[src/rtl/mw_add_sub_seq.sv]
// Multi-word add/subtract sequencer: streams WORDS chunks of N bits through an external N-bit add/sub stage.
// Optional zero_o result flag is built when MW_ADD_SUB_SEQ_ZERO_FLAG_EN is defined.
module mw_add_sub_seq #(
    parameter int N     = 4,
    parameter int WORDS = 4
) (
    input  logic                 clk_i,
    input  logic                 rst_ni,
    input  logic                 in_valid_i,
    output logic                 in_ready_o,
    input  logic [N*WORDS-1:0]   a_i,
    input  logic [N*WORDS-1:0]   b_i,
    input  logic                 sub_i,
    output logic [N-1:0]         add_a_o,
    output logic [N-1:0]         add_b_o,
    output logic                 add_c_o,
    input  logic [N-1:0]         add_s_i,
    input  logic                 add_c_i,
    output logic                 out_valid_o,
    input  logic                 out_ready_i,
    output logic [N*WORDS-1:0]   s_o,
    output logic                 c_o,
`ifdef MW_ADD_SUB_SEQ_ZERO_FLAG_EN
    output logic                 ovf_o,
    output logic                 zero_o
`else
    output logic                 ovf_o
`endif
);

    localparam int W  = N * WORDS;
    localparam int CW = (WORDS > 1) ? $clog2(WORDS) : 1;

    typedef enum logic [1:0] {
        S_IDLE = 2'd0,
        S_RUN  = 2'd1,
        S_DONE = 2'd2
    } state_t;

    state_t          r_state;
    state_t          w_state_nxt;

    logic [W-1:0]    r_a;
    logic [W-1:0]    r_b;
    logic            r_sub;
    logic [W-1:0]    r_sum;
    logic            r_carry;
    logic            r_ovf;
    logic [CW-1:0]   r_cnt;

    logic [N-1:0]    w_a_chunk;
    logic [N-1:0]    w_beff;
    logic            w_last;
    logic            w_accept;
    logic            w_consume;

    // Current chunk of each operand; beff is the effective B (inverted for subtraction).
    assign w_a_chunk = r_a[r_cnt*N +: N];
    assign w_beff    = r_sub ? ~r_b[r_cnt*N +: N] : r_b[r_cnt*N +: N];
    assign w_last    = (r_cnt == CW'(WORDS - 1));

    assign in_ready_o  = (r_state == S_IDLE);
    assign out_valid_o = (r_state == S_DONE);
    assign w_accept    = in_valid_i & in_ready_o;
    assign w_consume   = out_valid_o & out_ready_i;

    assign s_o   = r_sum;
    assign c_o   = r_carry;
    assign ovf_o = r_ovf;

`ifdef MW_ADD_SUB_SEQ_ZERO_FLAG_EN
    assign zero_o = out_valid_o & (r_sum == '0);
`endif

    always_ff @(posedge clk_i or negedge rst_ni) begin
        if (!rst_ni) begin
            r_state <= S_IDLE;
        end else begin
            // NOTE: sequential state uses non-blocking assignments so every register samples pre-edge values.
            r_state <= w_state_nxt;
        end
    end

    always_comb begin
        // NOTE: every output of this block gets a default first, so no path can infer a latch.
        w_state_nxt = r_state;
        add_a_o     = '0;
        add_b_o     = '0;
        add_c_o     = 1'b0;
        unique case (r_state)
            S_IDLE: begin
                if (w_accept) w_state_nxt = S_RUN;
            end
            S_RUN: begin
                // The downstream stage XORs its B input with its carry-in, so pre-invert to cancel that.
                add_a_o = w_a_chunk;
                add_b_o = w_beff ^ {N{r_carry}};
                add_c_o = r_carry;
                if (w_last) w_state_nxt = S_DONE;
            end
            S_DONE: begin
                if (w_consume) w_state_nxt = S_IDLE;
            end
            default: w_state_nxt = S_IDLE;
        endcase
    end

    always_ff @(posedge clk_i or negedge rst_ni) begin
        if (!rst_ni) begin
            r_a     <= '0;
            r_b     <= '0;
            r_sub   <= 1'b0;
            r_sum   <= '0;
            r_carry <= 1'b0;
            r_ovf   <= 1'b0;
            r_cnt   <= '0;
        end else begin
            unique case (r_state)
                S_IDLE: begin
                    if (w_accept) begin
                        r_a     <= a_i;
                        r_b     <= b_i;
                        r_sub   <= sub_i;
                        r_sum   <= '0;
                        r_ovf   <= 1'b0;
                        r_carry <= sub_i;
                        r_cnt   <= '0;
                    end
                end
                S_RUN: begin
                    r_sum[r_cnt*N +: N] <= add_s_i;
                    r_carry             <= add_c_i;
                    if (w_last) begin
                        r_cnt <= '0;
                        r_ovf <= (r_a[W-1] == w_beff[N-1]) & (add_s_i[N-1] != r_a[W-1]);
                    end else begin
                        r_cnt <= r_cnt + 1'b1;
                    end
                end
                default: ;
            endcase
        end
    end

endmodule

[config.mk]
export PLATFORM = sky130hd
export DESIGN_NAME = mw_add_sub_seq
export DESIGN_NICKNAME = d
export VERILOG_FILES = /design/src/rtl/mw_add_sub_seq.sv
export SDC_FILE = /design/constraint.sdc
export NUM_CORES = 1
export LEC_CHECK = 0
export CORE_ASPECT_RATIO = 1.1
export CORE_MARGIN = 4
export CORE_UTILIZATION = 48
export CTS_CLUSTER_DIAMETER = 40
export CTS_CLUSTER_SIZE = 10
export DETAILED_ROUTE_END_ITERATION = 8
export PLACE_DENSITY = 0.8
export SYNTH_ARGS = -nofsm -noshare
export SYNTH_HDL_FRONTEND = slang
export SYNTH_SLANG_ARGS = --single-unit
[constraint.sdc]
create_clock -name clk_i -period 2.8 [get_ports clk_i]
set_input_delay 0.84 -clock clk_i [delete_from_list [all_inputs] [get_ports clk_i]]
set_output_delay 0.84 -clock clk_i [all_outputs]
set_load 0.05 [all_outputs]
# Word-level counts from Yosys, hierarchy flattened
# Index checks and enable logic that the tools add are counted.
# op_classes
n_reduce_logical	6
eq_ne	8
n_mux	19
addsub	2
bitwise_logic	5
n_shift	4
# op_table
cell	n
$neg 4->34	1
$shift 4x34->16 const A	1
$shiftx 4x34->16	1
$pmux 16 s2	1
$shiftx 16x5->4	2
$bwmux 16	1
$mux 16	1
$mux 4	3
$mux 2	5
$pmux 2 s3	1
$reduce_and 3->1	2
$eq 2x2->1 const B	2
$mux 1	4
$ne 2x1->1 const B	2
$not 4->4	1
$pmux 1 s2	2
$pmux 2 s2	1
$reduce_and 2->1	2
$xor 4x4->4	1
$and 1x1->1	3
$add 2x1->2 const B	1
$eq 2x1->1 const B	1
$logic_not 2->1	1
$ne 2x2->1 const B	1
other kinds (3)	3
# totals
word_cells	52
out_inout_bits	29
register_bits	55
input_bits	42

# Depth between registers and ports, before layout
# Gate-level depths: netlist (run 1).
# logic_depth
depth_word	7
depth_mapped	8
depth_no_buf	5

# Least setup slack after synthesis (run 1)
# Ideal clock, no wire load.
# synth_timing
path_type	reg2out
from	register r_cnt[0]
to	output add_b_o[0]
n_path_buf	1
arrival_ns	1.872
path_stages_with_launch	5
required_time_ns	1.960
path_slack_ns	0.088
path_cell_list	dfrtp_1 -> buf_6 -> mux4_1 -> xnor2_1 -> nor2_1
# synth_via
elab_chain_len	5
# synth_lines
element	line_no	source
start, declared	49	logic [CW-1:0] r_cnt;
start signal, assigned	137	r_cnt <= r_cnt + 1'b1;
$shiftx 16x5->4 (*)	59	assign w_beff = r_sub ? ~r_b[r_cnt*N +: N] : r_b[r_cnt*N +: N];
$not 4->4	59	
$mux 4 (*)	59	
$xor 4x4->4 (*)	97	add_b_o = w_beff ^ {N{r_carry}};
$mux 4 (*)	90	unique case (r_state)
end, declared	15	output logic [N-1:0] add_b_o,
# Mark *: on every way between the ends. The rest lies on a longest branch, timed or not.

# Worst setup path in the final report (run 1)
# layout_timing
from	register r_cnt[0]
to	output add_a_o[3]
# layout_via
elab_chain_len	2
# layout_lines
element	line_no	source
$shiftx 16x5->4	58	assign w_a_chunk = r_a[r_cnt*N +: N];
$mux 4	90	
end, declared	14	output logic [N-1:0] add_a_o,
# Every way passes these cells.

==> summary.txt, run 1 <==
Routing
  – DR top layer: met4
  – Total Routed Length: 5.67 mm
  – Drt wl/cell: roughly 14 µm
  – Metal1 wirelength: about 2.4 mm
  – Starting DRT DRC Count: roughly 110
  – DRT antenna net count: 0
  – Drt first pass iters: 4
  – Met2 wire len: ~2.9 mm
  – DR vias: around 2000
  – Routed length on met3: 276 µm
  – Vias per cell: about 5.0
  – # DRC: 0

Synth
  – Synth top area share: 0.532
  – Synth area leaders: dfrtp_1, nand2_1, a22o_1
  – Flop and latch count out of synthesis: 55
  – Top cells by count, synth: nand2_1, dfrtp_1, a22o_1
  – Post-Syn Area per Cell: around 10 µm²
  – Area leader, netlist: dfrtp_1
  – Cell Area, Synth: between 2000 and 3000 µm²
  – Warnings from Yosys: 0
  – Synth cell types: 29
  – Post-synth ARST share: 1.00
  – Primary FF master, synth: dfrtp_1
  – Count leader, synth: nand2_1
  – Post-Syn Instances: between 200 and 300
  – Number of synthesized flops with an enable pin: 0
  – Sequential element share of the synthesized area: 0.532
  – Post-synthesis net count: ~300

Power
  – Clock Power Share: 0.129
  – Sequential group share of total power: 0.285
  – Internal power: 2.66 mW
  – Worst IR Drop VDD: ~0.00065 V
  – Pleak: around 1.7 nW
  – Combinational share of power: 0.587
  – Sw frac: 0.442
  – PwrDens: about 1300 nW/µm²
  – Net Sw Power: ~2.1 mW

GRT
  – First-pass GRT wire length: 9.47 mm
  – All-layer global routing usage: 0.180
  – Vias in the first global route: 1972
  – GRT overflow: 0
  – Antenna violations before repair: 0
  – Largest net degree at the start of global routing: 56

Die
  – Placeable Area: 5100 µm²
  – Starting Density: 0.507
  – # rows: 27
  – Die Ht: roughly 85 µm
  – Die ar.: 6620 µm²
  – IO Count: between 70 and 80
  – Chip width: slightly below 80 µm

Clock network
  – Htree depth: 2
  – Clk pin slew, worst setup/hold paths: around 0.090 ns
  – Hold Buf Count CTS: 0
  – Root Buffer Master: clkbuf_8
  – CTS buffer count: 5
  – Worst-skew pair later-pin latency: just over 0.3 ns
  – CTS sink count: between 50 and 60
  – CTS Buffer Depth: 2
  – CTS tree: done

Job
  – MaxCap Viol Count: 0

Final layout
  – Layout cell share with drive strength beyond 1: 0.114
  – P&R area growth vs syn: 36.9%
  – FF/Latch Area: 1380 µm²
  – Multi-input logic area: 1120 µm²
  – Fillers: about 400
  – Fin nets: about 370
  – Ant. Diodes: 0
  – Final cell count without fillers: 397

Critical path
  – CP endpoint: add_a_o[3]
  – Critical R2R Capture: s_o[8]
  – Crit path required time: between 1.5 and 2 ns
  – CP top delay family: multiplexers
  – Critical Path Sink Type: output pin
  – Startpoint types: register
  – Buf+Inv Stages, Crit Path: 2
  – R2r setup slk: 0.78 ns
  – Length in cells of the worst reg-to-reg path: 6
  – Max FO, Critical Path: 14
  – Critical path depth: 4
  – CP arrival: 1.87 ns
  – CP Cell Sequence: buf_8, mux4_1, and2_1, buf_4
  – Critical path class: reg -> out
  – R2R Path Start: r_cnt[1]
  – Crit. Startpoint: r_cnt[0]
  – Slowest cell delay on critical path: about 0.55 ns
  – Worst path slowest cell: mux4_1

Timing
  – Final worst-path cycle share: 0.967
  – Final Critical Period: between 2 and 3 ns
  – Worst slew pin tran: a little under 0.7 ns
  – Fin Setup TNS: 0 ns
  – Fmax: roughly 370 MHz
  – Setup Skew: 0.00738 ns
  – Relative slew slack: 0.550
  – Hold WS: 0.478 ns
  – Max-slew violations: 0
  – Unrepaired setup endpoints after global routing: no
  – Final Hold Violating Endpoints: 0
  – Setup-violating endpoint count in the final report: 0

Placed design
  – I/O Buffers: 70
  – Dpl hpwl: ~4.2 mm
  – Cells after DPL: between 300 and 400
  – RD Place Congestion: around 0.81

Run status
  – Status: finished clean

Min path
  – Hold crit path type: reg -> reg
[placed cells by master, fill, tap and decap left out, types with 2 or more instances in the layout]
| cell type | count |
|---|---|
| nand2_1 | 107 |
| clkdlybuf4s50_1 | 60 |
| dfrtp_1 | 54 |
| a22o_1 | 15 |
| buf_4 | 10 |
| ha_1 | 6 |
| inv_1 | 5 |
| and2_1 | 5 |
| a21o_1 | 5 |
| clkbuf_8 | 5 |
| buf_12 | 5 |
| mux4_2 | 4 |
| mux4_1 | 4 |
| xnor2_1 | 4 |
| nor2_2 | 4 |
| nand2b_1 | 3 |
| nor2_1 | 3 |
| o21ai_0 | 3 |
| nand3_1 | 3 |
| nor4_2 | 2 |
| nor3b_1 | 2 |
| o31ai_1 | 2 |
| bufinv_16 | 2 |
[tightest hold or removal path: cells and delay by family (launching register included)]
kind / cells / cell delay, ns
simple gates: 2 / 0.10
flops: 1 / 0.35
[registers in the layout (all words and copies together) (netlist names)]
| signal | count |
|---|---|
| r_cnt | 2 |
| r_a | 16 |
| ovf_o | 1 |
| r_state | 2 |
| c_o | 1 |
| s_o | 16 |
| r_b | 16 |
| r_sub | 1 |
[metrics by stage]
step	total power [mW]	utilization	setup WS, ns	cell area (µm²)
finish	4.77	0.694	0.0921	3540
global route	5.06	0.694	0.00272	3540
CTS	4.77	0.691	0.0116	3520
detailed placement	4.15	0.664	0.275	3390
global placement	4.09	0.664	0.341	3390
floorplan	3.18	-	0.0882	2580
[per-layer routing]
layer,GRT usage,up-vias
met1,0.218,931
met5,0,-
met2,0.322,54
li1,-,983
met4,0.0397,0
met3,0.0446,8
[how the worst min path moves through the flow]
stage	start	cells after the start	end	slack (ns)
5_1_grt	r_a[9]	2	r_a[9]	0.50
4_1_cts	r_a[9]	2	r_a[9]	0.48
3_5_place_dp	r_a[9]	2	r_a[9]	0.46
6_report	r_b[12]	2	r_b[12]	0.48
2_1_floorplan	r_a[7]	2	r_a[7]	0.44
3_3_place_gp	r_b[0]	2	r_b[0]	0.45
[power by group through the flow]
stage               clock [mW]  combinational [mW]  sequential, mW
floorplan                    0                1.65            1.52
global placement             0                2.74            1.35
detailed placement           0                2.78            1.37
CTS                      0.620                2.80            1.36
global route             0.661                3.01            1.39
finish                   0.613                2.80            1.36
[logic make-up after synthesis]
group / share of synthesized area
AO/OA/AOI/OAI: 0.0847
XOR/XNOR: 0.0232
adder cells (fa/ha/maj): 0.0290
buffers and inverters: 0.0368
flip-flops: 0.532
multiplexers: 0.0755
AND/OR/NAND/NOR: 0.218
[cell type report]
| class | count | area share |
|---|---|---|
| sequential | 55 | 0.389 |
| tap | 72 | 0.0255 |
| timing repair buffer | 77 | 0.225 |
| inverter | 5 | 0.00530 |
| multi-input combinational | 180 | 0.317 |
| clock inverter | 3 | 0.0191 |
| clock buffer | 5 | 0.0194 |
[timing repair]
| item | in CTS | in global routing |
|---|---|---|
| buffers inserted | 0 | 0 |
| endpoints found under the setup margin | 4 | 6 |
| pin swaps | 0 | 0 |
| resized for setup | 1 | 5 |
Note: power is estimated with default switching activity, not from simulation.
==> inputs of run 2 (changes only) <==
- PLACE_DENSITY: 0.8 -> 0.88
==> summary.txt, run 2 (same netlist as run 1, synthesis figures left out) <==
Final layout
  – Ant. Diodes: 0
  – Fin util: 0.687
  – Fillers: slightly above 400
  – Fin nets: approximately 370
  – Commonest non-fill, non-tap cell in the layout: nand2_1
  – Layout cell share with drive strength beyond 1: 0.105
  – Most frequent cells in the layout: nand2_1, clkdlybuf4s50_1, dfrtp_1
  – P&R area growth vs syn: 35.5%
  – Fin area: roughly 3500 µm²
  – Final cell count without fillers: approximately 400

Die
  – Placeable Area: between 5000 and 6000 µm²
  – Starting Density: 0.507
  – Die Ht: between 80 and 90 µm
  – Die ar.: about 6600 µm²
  – IO Count: 71
  – Chip width: 78.0 µm
  – # rows: 27

Power
  – Pleak: around 1.7 nW
  – Final Power: around 4.6 mW
  – Worst IR Drop VDD: 0.000641 V
  – PwrDens: about 1300 nW/µm²

Placed design
  – Post-placement cell area: roughly 3400 µm²
  – Dpl ws: 0.277 ns
  – Dpl hpwl: between 4 and 5 mm
  – Cells after DPL: between 300 and 400
  – RD Place Congestion: around 0.8
  – I/O Buffers: 70

Clock network
  – CTS buffer count: 5
  – Htree depth: 2
  – Clk pin slew, worst setup/hold paths: around 0.090 ns
  – Postcts setup bufs: 0
  – Root Buffer Master: clkbuf_8
  – CTS sink count: between 50 and 60
  – Hold Buf Count CTS: 0
  – CTS Buffer Depth: 2
  – CTS tree: done
  – Worst-skew pair later-pin latency: between 0.3 and 0.4 ns

Critical path
  – Max FO, Critical Path: 5
  – R2r setup slk: between 0.7 and 0.8 ns
  – Critical Path Sink Type: output pin
  – Length in cells of the worst reg-to-reg path: 6
  – Worst path slowest cell: mux4_1
  – Slowest cell delay on critical path: 0.61 ns
  – Crit path required time: just under 2 ns
  – Critical path class: reg -> out
  – CP arrival: around 1.9 ns
  – Startpoint types: register
  – CP Cell Sequence: mux4_1, xnor2_1, nor2_1, buf_12
  – R2R Path Start: r_cnt[1]
  – Critical R2R Capture: s_o[9]
  – Crit. Startpoint: r_cnt[0]

Timing
  – Final Hold Violating Endpoints: 0
  – Fmax: 367 MHz
  – Relative slew slack: 0.560
  – Max-slew violations: 0
  – Post-route setup slack: around 0.072 ns
  – Unrepaired setup endpoints after global routing: yes
  – Setup-violating endpoint count in the final report: 0
  – Fin Setup TNS: 0 ns
  – Worst slew pin tran: 0.660 ns
  – Hold WS: around 0.48 ns
  – Final Critical Period: between 2 and 3 ns
  – Final worst-path cycle share: 0.974
  – Setup Skew: approximately 0.0096 ns

Routing
  – DRT antenna net count: 0
  – Total Routed Length: 5.75 mm
  – # DRC: 0
  – DR vias: 2069
  – Drt first pass iters: 4
  – Vias per cell: approximately 5.2
  – Drt wl/cell: between 10 and 15 µm
  – Starting DRT DRC Count: 88

GRT
  – GRT overflow: 0
  – All-layer global routing usage: 0.183
  – Largest net degree at the start of global routing: between 50 and 60
  – Vias in the first global route: approximately 2000
  – First-pass GRT wire length: 9.49 mm
  – Antenna violations before repair: 0

Min path
  – Hold crit path type: reg -> reg
  – Hold path cells: 2
  – Hold Crit Start: r_b[12]
  – Hold path endpoint: r_b[12]

Run status
  – Status: finished clean

Job
  – MaxCap Viol Count: 0
[run 2: per-layer routing]
metal,wire [µm],up-vias,global-route usage
li1,-,981,-
met1,2460,1001,0.220
met2,2800,75,0.306
met3,376,12,0.0488
met4,117,0,0.0859
met5,0,-,0
[run 2: where the power goes]
group | total [mW] | switching [mW] | internal, mW
clock | 0.479 | 0.253 | 0.226
combinational | 2.80 | 1.61 | 1.19
sequential | 1.36 | 0.234 | 1.12
total | 4.63 | 2.10 | 2.54
[run 2: layout make-up]
class / count / area [µm²] / share of cell area
repair buffers: 77 / 801 / 0.229
clock buffers: 8 / 100 / 0.0286
well taps: 72 / 90.1 / 0.0257
flip-flops and latches: 55 / 1380 / 0.393
inverters: 5 / 18.8 / 0.00536
multi-input cells: 180 / 1120 / 0.319
[run 2: worst max-delay path by stage]
stage	end	slack, ns	cells past startpoint
CTS	add_a_o[3]	0.05	4
detailed placement	add_a_o[3]	0.28	4
finish	add_b_o[1]	0.07	4
floorplan	add_b_o[0]	0.09	4
global route	add_b_o[0]	-0.009	4
global placement	add_a_o[3]	0.32	4
[run 2: what timing repair did]
item	CTS	global route
resized for setup	2	3
endpoints found under the setup margin	1	1
gates cloned	0	0
pin swaps	0	0
[run 2: worst max-delay path: cells and delay by family, from the launching register on]
family,cells,cell delay (ns)
flops,1,0.46
simple gates,1,0.19
buf+inv,1,0.17
xor+xnor,1,0.15
mux,1,0.61
